===== src/rtl/run_sequencer.sv =====
// run_sequencer: launches NPROG core programs back to back over the req/done handshake and times each one.
// Latency: core_req rises the cycle after start is sampled; a result record strobes the cycle after done rises or the timeout hits.
// Backpressure: none; start is ignored while busy and each result is a one-cycle strobe with no stall.
module run_sequencer #(
   parameter int NPROG   = 3,
   parameter int CW      = 16,
   parameter int TMO     = 4096,
   parameter int REQ_CYC = 2
) (
   input  logic                     clk,
   input  logic                     reset,
   input  logic                     start,
   input  logic                     core_done,
   output logic                     core_req,
   output logic [$clog2(NPROG)-1:0] prog_idx,
   output logic                     busy,
   output logic                     res_valid,
   output logic [$clog2(NPROG)-1:0] res_idx,
   output logic [CW-1:0]            res_cycles,
   output logic                     res_timeout,
   output logic                     all_done
);

   localparam int IW = $clog2(NPROG);
   localparam int RW = (REQ_CYC > 1) ? $clog2(REQ_CYC) : 1;

   localparam logic [CW-1:0] TMO_C    = CW'(TMO);
   localparam logic [RW-1:0] REQ_LAST = RW'(REQ_CYC - 1);
   localparam logic [IW-1:0] IDX_LAST = IW'(NPROG - 1);

   typedef enum logic [2:0] {
      S_IDLE,
      S_REQ,
      S_RUN,
      S_LOG,
      S_FINISH
   } state_t;

   state_t          state;
   logic [CW-1:0]   cnt;
   logic [CW-1:0]   cnt_nxt;
   logic [RW-1:0]   req_cnt;
   logic            done_q;
   logic            rise;

   // cnt_nxt is the 1-based index of the RUN cycle currently in progress
   assign cnt_nxt = cnt + CW'(1);
   // only a fresh 0->1 edge of done ends a run; a level left over from the last program does not
   assign rise    = core_done & ~done_q;

   // done history, sampled every cycle regardless of state
   always_ff @(posedge clk or negedge reset) begin
      if (!reset) begin
         done_q <= 1'b0;
      end else begin
         done_q <= core_done;
      end
   end

   // series controller: launch, time, log each program, then park in FINISH
   always_ff @(posedge clk or negedge reset) begin
      if (!reset) begin
         state       <= S_IDLE;
         cnt         <= '0;
         req_cnt     <= '0;
         prog_idx    <= '0;
         core_req    <= 1'b0;
         busy        <= 1'b0;
         res_valid   <= 1'b0;
         res_idx     <= '0;
         res_cycles  <= '0;
         res_timeout <= 1'b0;
         all_done    <= 1'b0;
      end else begin
         case (state)
            S_IDLE, S_FINISH: begin
               if (start) begin
                  state    <= S_REQ;
                  prog_idx <= '0;
                  req_cnt  <= '0;
                  core_req <= 1'b1;
                  busy     <= 1'b1;
                  all_done <= 1'b0;
               end
            end
            S_REQ: begin
               if (req_cnt == REQ_LAST) begin
                  state    <= S_RUN;
                  core_req <= 1'b0;
                  cnt      <= '0;
               end else begin
                  req_cnt <= req_cnt + RW'(1);
               end
            end
            S_RUN: begin
               // rise is tested first so a done arriving on the TMO-th cycle is not a timeout
               if (rise) begin
                  state       <= S_LOG;
                  res_valid   <= 1'b1;
                  res_idx     <= prog_idx;
                  res_cycles  <= cnt_nxt;
                  res_timeout <= 1'b0;
               end else if (cnt_nxt == TMO_C) begin
                  state       <= S_LOG;
                  res_valid   <= 1'b1;
                  res_idx     <= prog_idx;
                  res_cycles  <= TMO_C;
                  res_timeout <= 1'b1;
               end else begin
                  cnt <= cnt_nxt;
               end
            end
            S_LOG: begin
               res_valid <= 1'b0;
               if (prog_idx == IDX_LAST) begin
                  state    <= S_FINISH;
                  busy     <= 1'b0;
                  all_done <= 1'b1;
               end else begin
                  state    <= S_REQ;
                  prog_idx <= prog_idx + IW'(1);
                  req_cnt  <= '0;
                  core_req <= 1'b1;
               end
            end
            default: begin
               state <= S_IDLE;
            end
         endcase
      end
   end

endmodule


===== config.mk =====
export PLATFORM = sky130hd
export DESIGN_NAME = run_sequencer
export DESIGN_NICKNAME = d
export VERILOG_FILES = /design/src/rtl/run_sequencer.sv
export SDC_FILE = /design/constraint.sdc
export NUM_CORES = 1
export LEC_CHECK = 0
export BUFFER_PORTS_ARGS = -buffer_cell sky130_fd_sc_hd__buf_2
export CAP_MARGIN = 20
export CORE_MARGIN = 5
export CORE_UTILIZATION = 60
export CTS_BUF_LIST = sky130_fd_sc_hd__clkbuf_8 sky130_fd_sc_hd__clkbuf_16
export DETAILED_ROUTE_END_ITERATION = 12
export HOLD_SLACK_MARGIN = 0.03
export PLACE_DENSITY = 0.83
export SLEW_MARGIN = 30
export SYNTH_ARGS = -nofsm -noshare
export SYNTH_HDL_FRONTEND = slang
export SYNTH_SLANG_ARGS = --single-unit

===== constraint.sdc =====
create_clock -name clk -period 7.6 [get_ports clk]
set_input_delay 1.52 -clock clk [delete_from_list [all_inputs] [get_ports clk]]
set_output_delay 1.52 -clock clk [all_outputs]
set_load 0.02 [all_outputs]

==> results of run 1 <==
==> state kept, by name, summed over array words and instances, names as in the netlist <==
name / cells
cnt: 16
res_cycles: 16
state: 3
prog_idx: 2
res_idx: 2
all_done: 1
busy: 1
core_req: 1
done_q: 1
req_cnt: 1
res_timeout: 1
res_valid: 1
==> path summary, 6_finish.rpt <==
| path | start | endpoint | slack [ps] |
|---|---|---|---|
| max in group asynchronous | reset | cnt[6] | 6000 |
| setup reg to reg | cnt[0] | res_idx[1] | 4510 |
| min in group asynchronous | reset | state[2] | 1210 |
| hold reg to reg | res_cycles[5] | res_cycles[5] | 480 |
| hold / removal | res_cycles[5] | res_cycles[5] | 480 |
| setup / recovery | cnt[0] | res_idx[1] | 4510 |
==> critical path, delay by kind of cell, from the launching register on <==
kind / cells / cell delay, ps
DFF: 1 / 470
muxes: 1 / 420
AOI/OAI and AO/OA: 1 / 440
adders and majority gates: 1 / 330
xor gates and xnor gates: 1 / 230
and+or+nand+nor: 4 / 1100
==> power groups by stage <==
stage	Clock [mW]	Sequential [mW]	Combinational (mW)
after floorplan	0	0.365	0.157
after global placement	0	0.343	0.251
after detailed placement	0	0.344	0.255
after CTS	0.156	0.339	0.256
after global routing	0.165	0.348	0.284
final	0.151	0.341	0.254
==> cells by family after synthesis <==
family	share of synthesized area (%)
fa+ha+maj	1.492
mux	3.779
buf+inv	4.177
xor+xnor	4.873
compound gates	20.44
simple gates	19.49
flops	45.75
==> placed cells by master (no fill, tap or decap), types with 2 or more instances in the layout <==
cell                        instances
sky130_fd_sc_hd__o21ai_0           14
sky130_fd_sc_hd__inv_1              6
sky130_fd_sc_hd__and2_1             4
sky130_fd_sc_hd__mux2_1             2
sky130_fd_sc_hd__and3_1             4
sky130_fd_sc_hd__nand2b_1           5
sky130_fd_sc_hd__o311a_1            2
sky130_fd_sc_hd__nand3_1            2
sky130_fd_sc_hd__nor4_1             3
sky130_fd_sc_hd__a21oi_1           18
sky130_fd_sc_hd__a22o_1            10
sky130_fd_sc_hd__o21a_1             3
sky130_fd_sc_hd__mux2i_1            5
sky130_fd_sc_hd__nor2_1            20
sky130_fd_sc_hd__mux2_2             2
sky130_fd_sc_hd__xor2_1             7
sky130_fd_sc_hd__nand4_1            2
sky130_fd_sc_hd__o2bb2ai_1          6
sky130_fd_sc_hd__nand2_1           24
sky130_fd_sc_hd__clkbuf_8           6
sky130_fd_sc_hd__a31oi_1            8
sky130_fd_sc_hd__nor3_1             4
sky130_fd_sc_hd__ha_1               3
sky130_fd_sc_hd__nand3b_1           2
sky130_fd_sc_hd__nor2b_1            6
sky130_fd_sc_hd__xnor2_1            7
sky130_fd_sc_hd__dfrtp_1           46
sky130_fd_sc_hd__buf_2             27
sky130_fd_sc_hd__or3_1              2
==> layer usage <==
metal  share of wire (%)  routed length (um)  global-route usage, %
met1                  49                2540                  30.77
met2                  45                2344                  31.80
met4                 2.0                 102                  8.696
met3                 3.7                 191                  4.673
met5                   0                   0                      0
==> final cells by class <==
class / instances / area [um^2]
clock buffers: 6 / 82.58
clock inverters: 2 / 8.758
fillers: 334 / 1303
inverters: 5 / 18.77
multi-input cells: 186 / 1260
flip-flops and latches: 46 / 1151
well taps: 50 / 62.56
repair buffers: 28 / 142.6
==> metrics by stage <==
step	std cells	total power [mW]	utilization, %	area, um^2	setup WS, ps
after floorplan	252	0.5220	-	2516	4991
after global placement	315	0.5940	65.34	2633	4384
after detailed placement	315	0.5990	65.40	2635	4349
after CTS	323	0.7519	67.67	2726	4500
after global routing	323	0.7977	67.67	2726	4166
final	323	0.7455	67.67	2726	4507
==> impl_summary.md, run 1 <==
Run status
The flow ran to the end, and the final reports show no timing, DRC or antenna violations.

Power and ir drop
In this run, flip-flops and latches consume 45.7% of the power. The peak ir drop on the vdd network is 0.0002328 V. The power per cell area is 273.4 nW/um^2. The combinational fraction of design power is 34.1%. In this run switching power makes up 39.19% of total power.

Internal power comes to 0.4533 mW. The leakage dissipation is 1.312 nW. For this design the total switching power over the nets is 0.2921 mW.

The clock power share is 20.2%.

Logic synthesis
The synthesized area divided by synthesized cell count is 9.985 um^2. The post-synthesis net count is 259. The cell type contributing the most total cell area after synthesis is sky130_fd_sc_hd__dfrtp_1.

The flip-flop and latch count after synthesis is 46. By area the synthesized netlist is led by sky130_fd_sc_hd__dfrtp_1, sky130_fd_sc_hd__a21oi_1, sky130_fd_sc_hd__nand2_1. Summing the sequential cell areas from Yosys gives 45.75% of the chip area. After technology mapping, the gate count stands at 252. In the synthesized netlist the dominant register cell turns out to be sky130_fd_sc_hd__dfrtp_1. Sorting the synthesized cells by how often they occur yields sky130_fd_sc_hd__dfrtp_1, sky130_fd_sc_hd__nand2_1, sky130_fd_sc_hd__nor2_1, sky130_fd_sc_hd__a21oi_1, sky130_fd_sc_hd__o21ai_0. The count of flip-flops with a built-in enable after synthesis is 0. In the post-synthesis netlist, the cell with the most instances is sky130_fd_sc_hd__dfrtp_1. Yosys printed 0 warnings. The synthesized design devotes to its leading area cell type 45.75% of total area.

The synthesized cell area is 2516 um^2. The async set-reset flop share out of synthesis is 100.0%. The number of library cell types mapped by synthesis is 53.

Worst hold path
The worst hold path belongs to the class reg -> reg. The cell depth of the worst hold path is 1.

Critical path
Data on the critical path arrives at its endpoint at 3280 ps. Walking the worst path, the cells encountered are ha_1 -> nand4_1 -> nor4_1 -> xnor2_1 -> nor4b_4 -> nand2_2 -> o21a_1 -> mux2_1. The delay of the slowest cell on the worst path is 470 ps. STA classifies the critical path startpoint as a register.

The required arrival time at the worst endpoint is 7790 ps. For the worst flop-to-flop path, the logic depth is 8. In this run the worst path has a maximum fanout of 17. The classification of the worst setup path is reg -> reg. For this design, the slowest cell found on the critical path is sky130_fd_sc_hd__dfrtp_1. STA classifies the critical path endpoint as a register.

Timing
For the finished layout, the period the worst path requires is 3093 ps. The final clock period utilization by the worst path is 40.70%. The transition time at the pin with the least slew margin is 812.4 ps.

The smallest hold slack is 483.8 ps. The highest attainable clock frequency is 0.3233 GHz. The final count of negative-setup-slack endpoints is 0. Headroom to the max-slew limit came out at 45.64%.

The count of endpoints failing hold in the final timing report is 0. Setup repair after global routing left no endpoint under its margin. The clock arrives with 7.975 ps of skew. Adding up every negative setup slack in the final design gives 0 ps. The total count of max-transition violations in the final report came to 0.

Layout
In the final layout, the share of cells above drive strength 1 is 17.22%. Relative to the synthesized area, the layout overhead comes to 8.354%. In the final design database the tool counted 279 nets.

The number of antenna repair diodes is 0.

Place
The half-perimeter wire length after placement is 3.611 mm. During placement, the flow inserted port buffers numbering 28. At the end of routability-driven placement, the weighted congestion stood at 0.8186.

Global routing
After global routing the overflow that remains totals 0. Global routing consumed, over all layers together, 21.47% of the routing resources. The number of antenna violations at the first check in global routing came to 0. The number of global-route vias before repair was 1854.

The largest net degree at the start of global routing is 47. The first global-routing pass estimated 9.087 mm of wire.

Clock network
The clock tree from TritonCTS is built. The total CTS buffers is 5. The post-CTS resize count is 0. Clock-pin slew was measured on the worst setup and hold paths at 80 ps. The tree is rooted in a sky130_fd_sc_hd__clkbuf_8. The clock drives 46 sinks. The H-tree was split into 2 levels. The number of buffers added to fix hold violations after cts is 0.

The clock latency on the worst-skew pair is 300 ps. The setup fix buffers added after clock tree synthesis is 0. The deepest clock path buffer count is 2.

Floorplan
Row generation in the floorplan step produced 23 rows. The horizontal die dimension is 74.76 um. The die outline height is 74.76 um. In this run the standard cell core region covers 4029 um^2. The overall die area is 5589 um^2. The top-level port count is 29. The initial core utilization is 62.45%.

Route
The detailed-route via count is 1916. After detailed routing, the number of vias per cell comes to 5.932. The first TritonRoute pass finished after 4 iterations. The detailed-route wire length per cell is 16.03 um. After the first detailed-routing iteration, the DRC count stood at 102. After detailed routing, the total wire length is 5.178 mm.

The remaining routing DRC violations is 0. The post-detailed-route count of antenna-violating nets is 0.

Run
Across the run, the number of max-cap violations was 0.
No activity file was read; power rests on OpenSTA's default activity.
==> run 2, diff against run 1 <==
--- a/config.mk
+++ b/config.mk
@@ -5,14 +5,15 @@
 export SDC_FILE = /design/constraint.sdc
 export NUM_CORES = 1
 export LEC_CHECK = 0
+export ABC_AREA = 1
 export BUFFER_PORTS_ARGS = -buffer_cell sky130_fd_sc_hd__buf_2
 export CAP_MARGIN = 20
 export CORE_MARGIN = 5
-export CORE_UTILIZATION = 60
+export CORE_UTILIZATION = 52
 export CTS_BUF_LIST = sky130_fd_sc_hd__clkbuf_8 sky130_fd_sc_hd__clkbuf_16
 export DETAILED_ROUTE_END_ITERATION = 12
 export HOLD_SLACK_MARGIN = 0.03
-export PLACE_DENSITY = 0.83
+export PLACE_DENSITY = 0.76
 export SLEW_MARGIN = 30
 export SYNTH_ARGS = -nofsm -noshare
 export SYNTH_HDL_FRONTEND = slang
==> constraint.sdc (replaced) <==
create_clock -name clk -period 2.7 [get_ports clk]
set_input_delay 0.54 -clock clk [delete_from_list [all_inputs] [get_ports clk]]
set_output_delay 0.54 -clock clk [all_outputs]
set_load 0.02 [all_outputs]
==> run 2 against run 1 <==
Setup slack got worse by 4200 ps; synthesized area down 4.5%; sequential cell count stayed put; critical path depth is 5 higher; clock skew about the same; synthesized cell count grew 28%; first-iteration DRC count grew 120%; total power rose to 3.6 times the previous value.
==> impl_summary.md, run 2 <==
Global routing
The total congestion overflow is 0 (unchanged). The number of antenna violations at the first check in global routing is 0 (unchanged). The number of global-route vias before repair was 2053 (+11%). The first-pass GRT wire length is 9.666 mm (+6.4%). The largest net degree at the start of global routing came to 28 (-40%). The global-route usage over all layers is 19.55% (-1.9 points).

Logic synthesis
By instance count, the leading cell after synthesis is sky130_fd_sc_hd__nand2_1. The async set-reset flop share out of synthesis is 100.0% (unchanged). The number of library cell types mapped by synthesis came to 28 (-47%). The biggest area contributor in the post-synthesis netlist is sky130_fd_sc_hd__dfrtp_1. The cell count after synthesis is 322 (+28%). The flip-flop and latch count after synthesis is 46 (unchanged). By count the netlist is led by sky130_fd_sc_hd__nand2_1, sky130_fd_sc_hd__dfrtp_1, sky130_fd_sc_hd__nor2_1, sky130_fd_sc_hd__inv_1, sky130_fd_sc_hd__nand3_1.

The post-synthesis net count is 329 (+27%). The area share of the largest cell type after synthesis is 47.89% (+2.1 points). The count of flip-flops with a built-in enable after synthesis is 0 (unchanged). The synthesized cell area is 2404 um^2 (-4.5%).

The sequential area share after synthesis was 47.89% (+2.1 points). The synthesized area divided by synthesized cell count is 7.464 um^2 (-25%). The number of warning messages in the yosys log was 0 (unchanged). By area the synthesized netlist is led by sky130_fd_sc_hd__dfrtp_1, sky130_fd_sc_hd__nand2_1, sky130_fd_sc_hd__nor2_1.

In the synthesized netlist the dominant register cell turns out to be sky130_fd_sc_hd__dfrtp_1.

Layout
In the layout the commonest cells are sky130_fd_sc_hd__nand2_1, sky130_fd_sc_hd__dfrtp_1, sky130_fd_sc_hd__nor2_1. The post-route cell area is 2695 um^2 (-1.1%). The final layout net count is 361 (+29%).

The number of antenna repair diodes is 0 (unchanged). In the final layout, the registers with the most flip-flops are cnt x16, res_cycles x16, state x3. The fraction of final layout cells sized beyond drive strength 1 is 13.52% (-3.7 points). The synthesis-to-finish area growth is 12.13%.

The library cell used most frequently in the layout, excluding fill and tap cells, is sky130_fd_sc_hd__nand2_1. The non-filler instance count after layout is 407 (+26%).

Floorplan
The top-level port count is 29 (unchanged). The overall die area is 6082 um^2 (+8.8%). The die outline height is 77.99 um (+4.3%). The initial core utilization is 54.45% (-8.0 points).

The core area was 4414 um^2 (+9.6%). The horizontal die dimension is 77.99 um (+4.3%). The count of standard-cell rows is 24 (+4.3%).

Critical path
The required arrival time at the worst endpoint is 2860 ps (-4930 ps). The critical path startpoint is cnt[0]. The largest fanout of any net on the critical path is 19 (+2).

The worst-case reg-to-reg path depth was 13 (+5). The worst setup path is launched from a register. The worst endpoint data arrival time is 2540 ps (-740 ps). The worst setup path is of the reg -> reg kind.

The worst setup path is captured at a register. The start of the worst register-to-register path is cnt[0]. The end point of the critical path is res_cycles[15]. The endpoint of the worst register-to-register path is res_cycles[15]. The internal reg-to-reg setup slack is 320 ps (-4190 ps).

Clock network
The clock-pin slew on the worst setup and hold paths is 90 ps (about the same). The total CTS buffers is 5 (unchanged). The cell at the root of the clock tree is sky130_fd_sc_hd__clkbuf_8. The deepest clock path buffer count is 2 (unchanged). The clock latency on the worst-skew pair was 300 ps (about the same).

The clock tree from TritonCTS is built. The clock sink total is 46 (unchanged). The setup fix buffers added after clock tree synthesis is 0 (unchanged). The number of buffers added to fix hold violations after cts is 0 (unchanged).

The total number of H-tree levels is 2 (unchanged). The post-CTS resize count is 0 (unchanged).

Timing
The worst max-slew margin expressed relative to the limit is 65.98% (+20 points). The total count of max-transition violations in the final report was 0 (unchanged). The count of endpoints failing hold in the final timing report is 0 (unchanged). The aggregate negative setup slack is 0 ps (unchanged). The final clock period utilization by the worst path came to 88.17% (+47 points). Setup repair after global routing left no endpoint under its margin. The largest clock skew in the final design came to 7.855 ps (-0.1198 ps). The final count of negative-setup-slack endpoints is 0 (unchanged). The final period demand of the worst path is 2381 ps (-712.6 ps). The transition time at the pin with the least slew margin was 509.8 ps (-302.6 ps). The highest attainable clock frequency is 0.4201 GHz (+30%).

Power and ir drop
The power dissipated by switching net loads is 1.143 mW (+290%). The switching power share of the total was 43.18% (+4.0 points). The combinational fraction of design power is 41.7% (+7.6 points).

The power per cell area is 982.4 nW/um^2 (+260%). The leakage dissipation is 1.392 nW (+6.1%). The sequential group share of total power is 39.3% (-6.4 points). The internal power of the cells was 1.504 mW (+230%). The clock power share is 18.9% (-1.3 points). The peak ir drop on the vdd network was 0.0003731 V (+60%).

Run status
The run finished with clean final reports.

Place
The half-perimeter wire length after placement came to 4.047 mm (+12%). The placed instance count is 399 (+27%). The final weighted congestion in routability-driven placement is 0.8819 (+7.7%).

The post-detailed-placement cell area is 2589 um^2 (-1.8%). The number of I/O port buffers is 28 (unchanged).

Worst hold path
The min-delay analysis places its worst path in the category in -> async.

Route
The remaining routing DRC violations is 0 (unchanged). The total wire length came to 5.500 mm (+6.2%). The number of design-rule violations left by the first detailed-router iteration is 226 (+120%). The vias per cell came to 5.361 (-9.6%). The detailed-route via count is 2182 (+14%).

The post-detailed-route count of antenna-violating nets is 0 (unchanged). The count of TritonRoute iterations in the first routing pass came to 5 (+1). The detailed-route wire length per cell is 13.51 um (-16%).

Run
The number of violations of the max-capacitance limit is 0 (unchanged).
[run 2: changes by cell type after synthesis, sizes merged, moves of 10 or more]
| cell | previous run | this run |
|---|---|---|
| nand3 | 3 | 31 |
| a21oi | 19 | 3 |
| a22o | 10 | 0 |
| inv | 5 | 39 |
| nand2 | 25 | 106 |
| nor2 | 20 | 47 |
[run 2: worst min path at each step]
stage	from	to	slack, ps
4_1_cts	reset	state[1]	180
2_1_floorplan	reset	all_done	240
3_3_place_gp	res_idx[1]	res_idx[1]	450
3_5_place_dp	core_req	core_req	460
6_report	reset	state[2]	170
5_1_grt	reset	state[2]	200
[run 2: critical path, stage by stage (launching register included)]
cell	delay (ps)
sky130_fd_sc_hd__dfrtp_1	450
sky130_fd_sc_hd__ha_1	220
sky130_fd_sc_hd__nand2_1	110
sky130_fd_sc_hd__nor2_2	180
sky130_fd_sc_hd__nand2_1	110
sky130_fd_sc_hd__nor2_1	130
sky130_fd_sc_hd__xnor2_1	180
sky130_fd_sc_hd__nand2_1	90
sky130_fd_sc_hd__nor2_1	140
sky130_fd_sc_hd__nand3_1	130
sky130_fd_sc_hd__nand2_2	130
sky130_fd_sc_hd__inv_2	170
sky130_fd_sc_hd__nand2_1	90
sky130_fd_sc_hd__o21ai_0	100
[run 2: area by class of cell]
class / instances / area, um^2
flip-flops and latches: 46 / 1151
clock buffers: 5 / 68.82
multi-input cells: 230 / 1060
fillers: 389 / 1719
clock inverters: 3 / 37.54
inverters: 40 / 150.1
well taps: 52 / 65.06
repair buffers: 31 / 162.7
[run 2: through the flow]
stage | power (mW) | setup slack (ps) | hold WS (ps) | util (%)
final | 2.648 | 319.4 | 174.9 | 61.05
after global routing | 2.837 | 66.25 | 204.6 | 61.05
after CTS | 2.661 | 331.3 | 182.8 | 61.05
after detailed placement | 2.166 | 359.0 | 460.6 | 58.65
after global placement | 2.130 | 401.2 | 451.9 | 58.65
after floorplan | 1.829 | 699.4 | 244.4 | -
[run 2: cells by family (layout without fill, tap and decap cells)]
| logic type | Yosys count | count (layout) | share of synthesized area, % |
|---|---|---|---|
| fa+ha+maj | 3 | 3 | 1.562 |
| xor+xnor | 3 | 3 | 1.093 |
| simple gates | 196 | 196 | 35.24 |
| compound gates | 28 | 28 | 6.194 |
| flops | 46 | 46 | 47.89 |
| buf+inv | 46 | 79 | 8.016 |
[run 2: power by group through the flow]
stage          Clock (mW)  Combinational (mW)  Sequential (mW)
6_report            0.501                1.11             1.04
5_1_grt             0.546                1.22             1.07
4_1_cts             0.505                1.11             1.04
3_5_place_dp            0                1.11             1.06
3_3_place_gp            0                1.09             1.04
2_1_floorplan           0               0.571             1.26
[run 2: routing by layer]
metal	global-route usage (%)	vias to the layer above	wire length, um
met4	7.264	0	123
met1	26.29	1016	2486
met2	30.97	81	2561
li1	-	1072	-
met5	0	-	0
met3	4.282	13	329
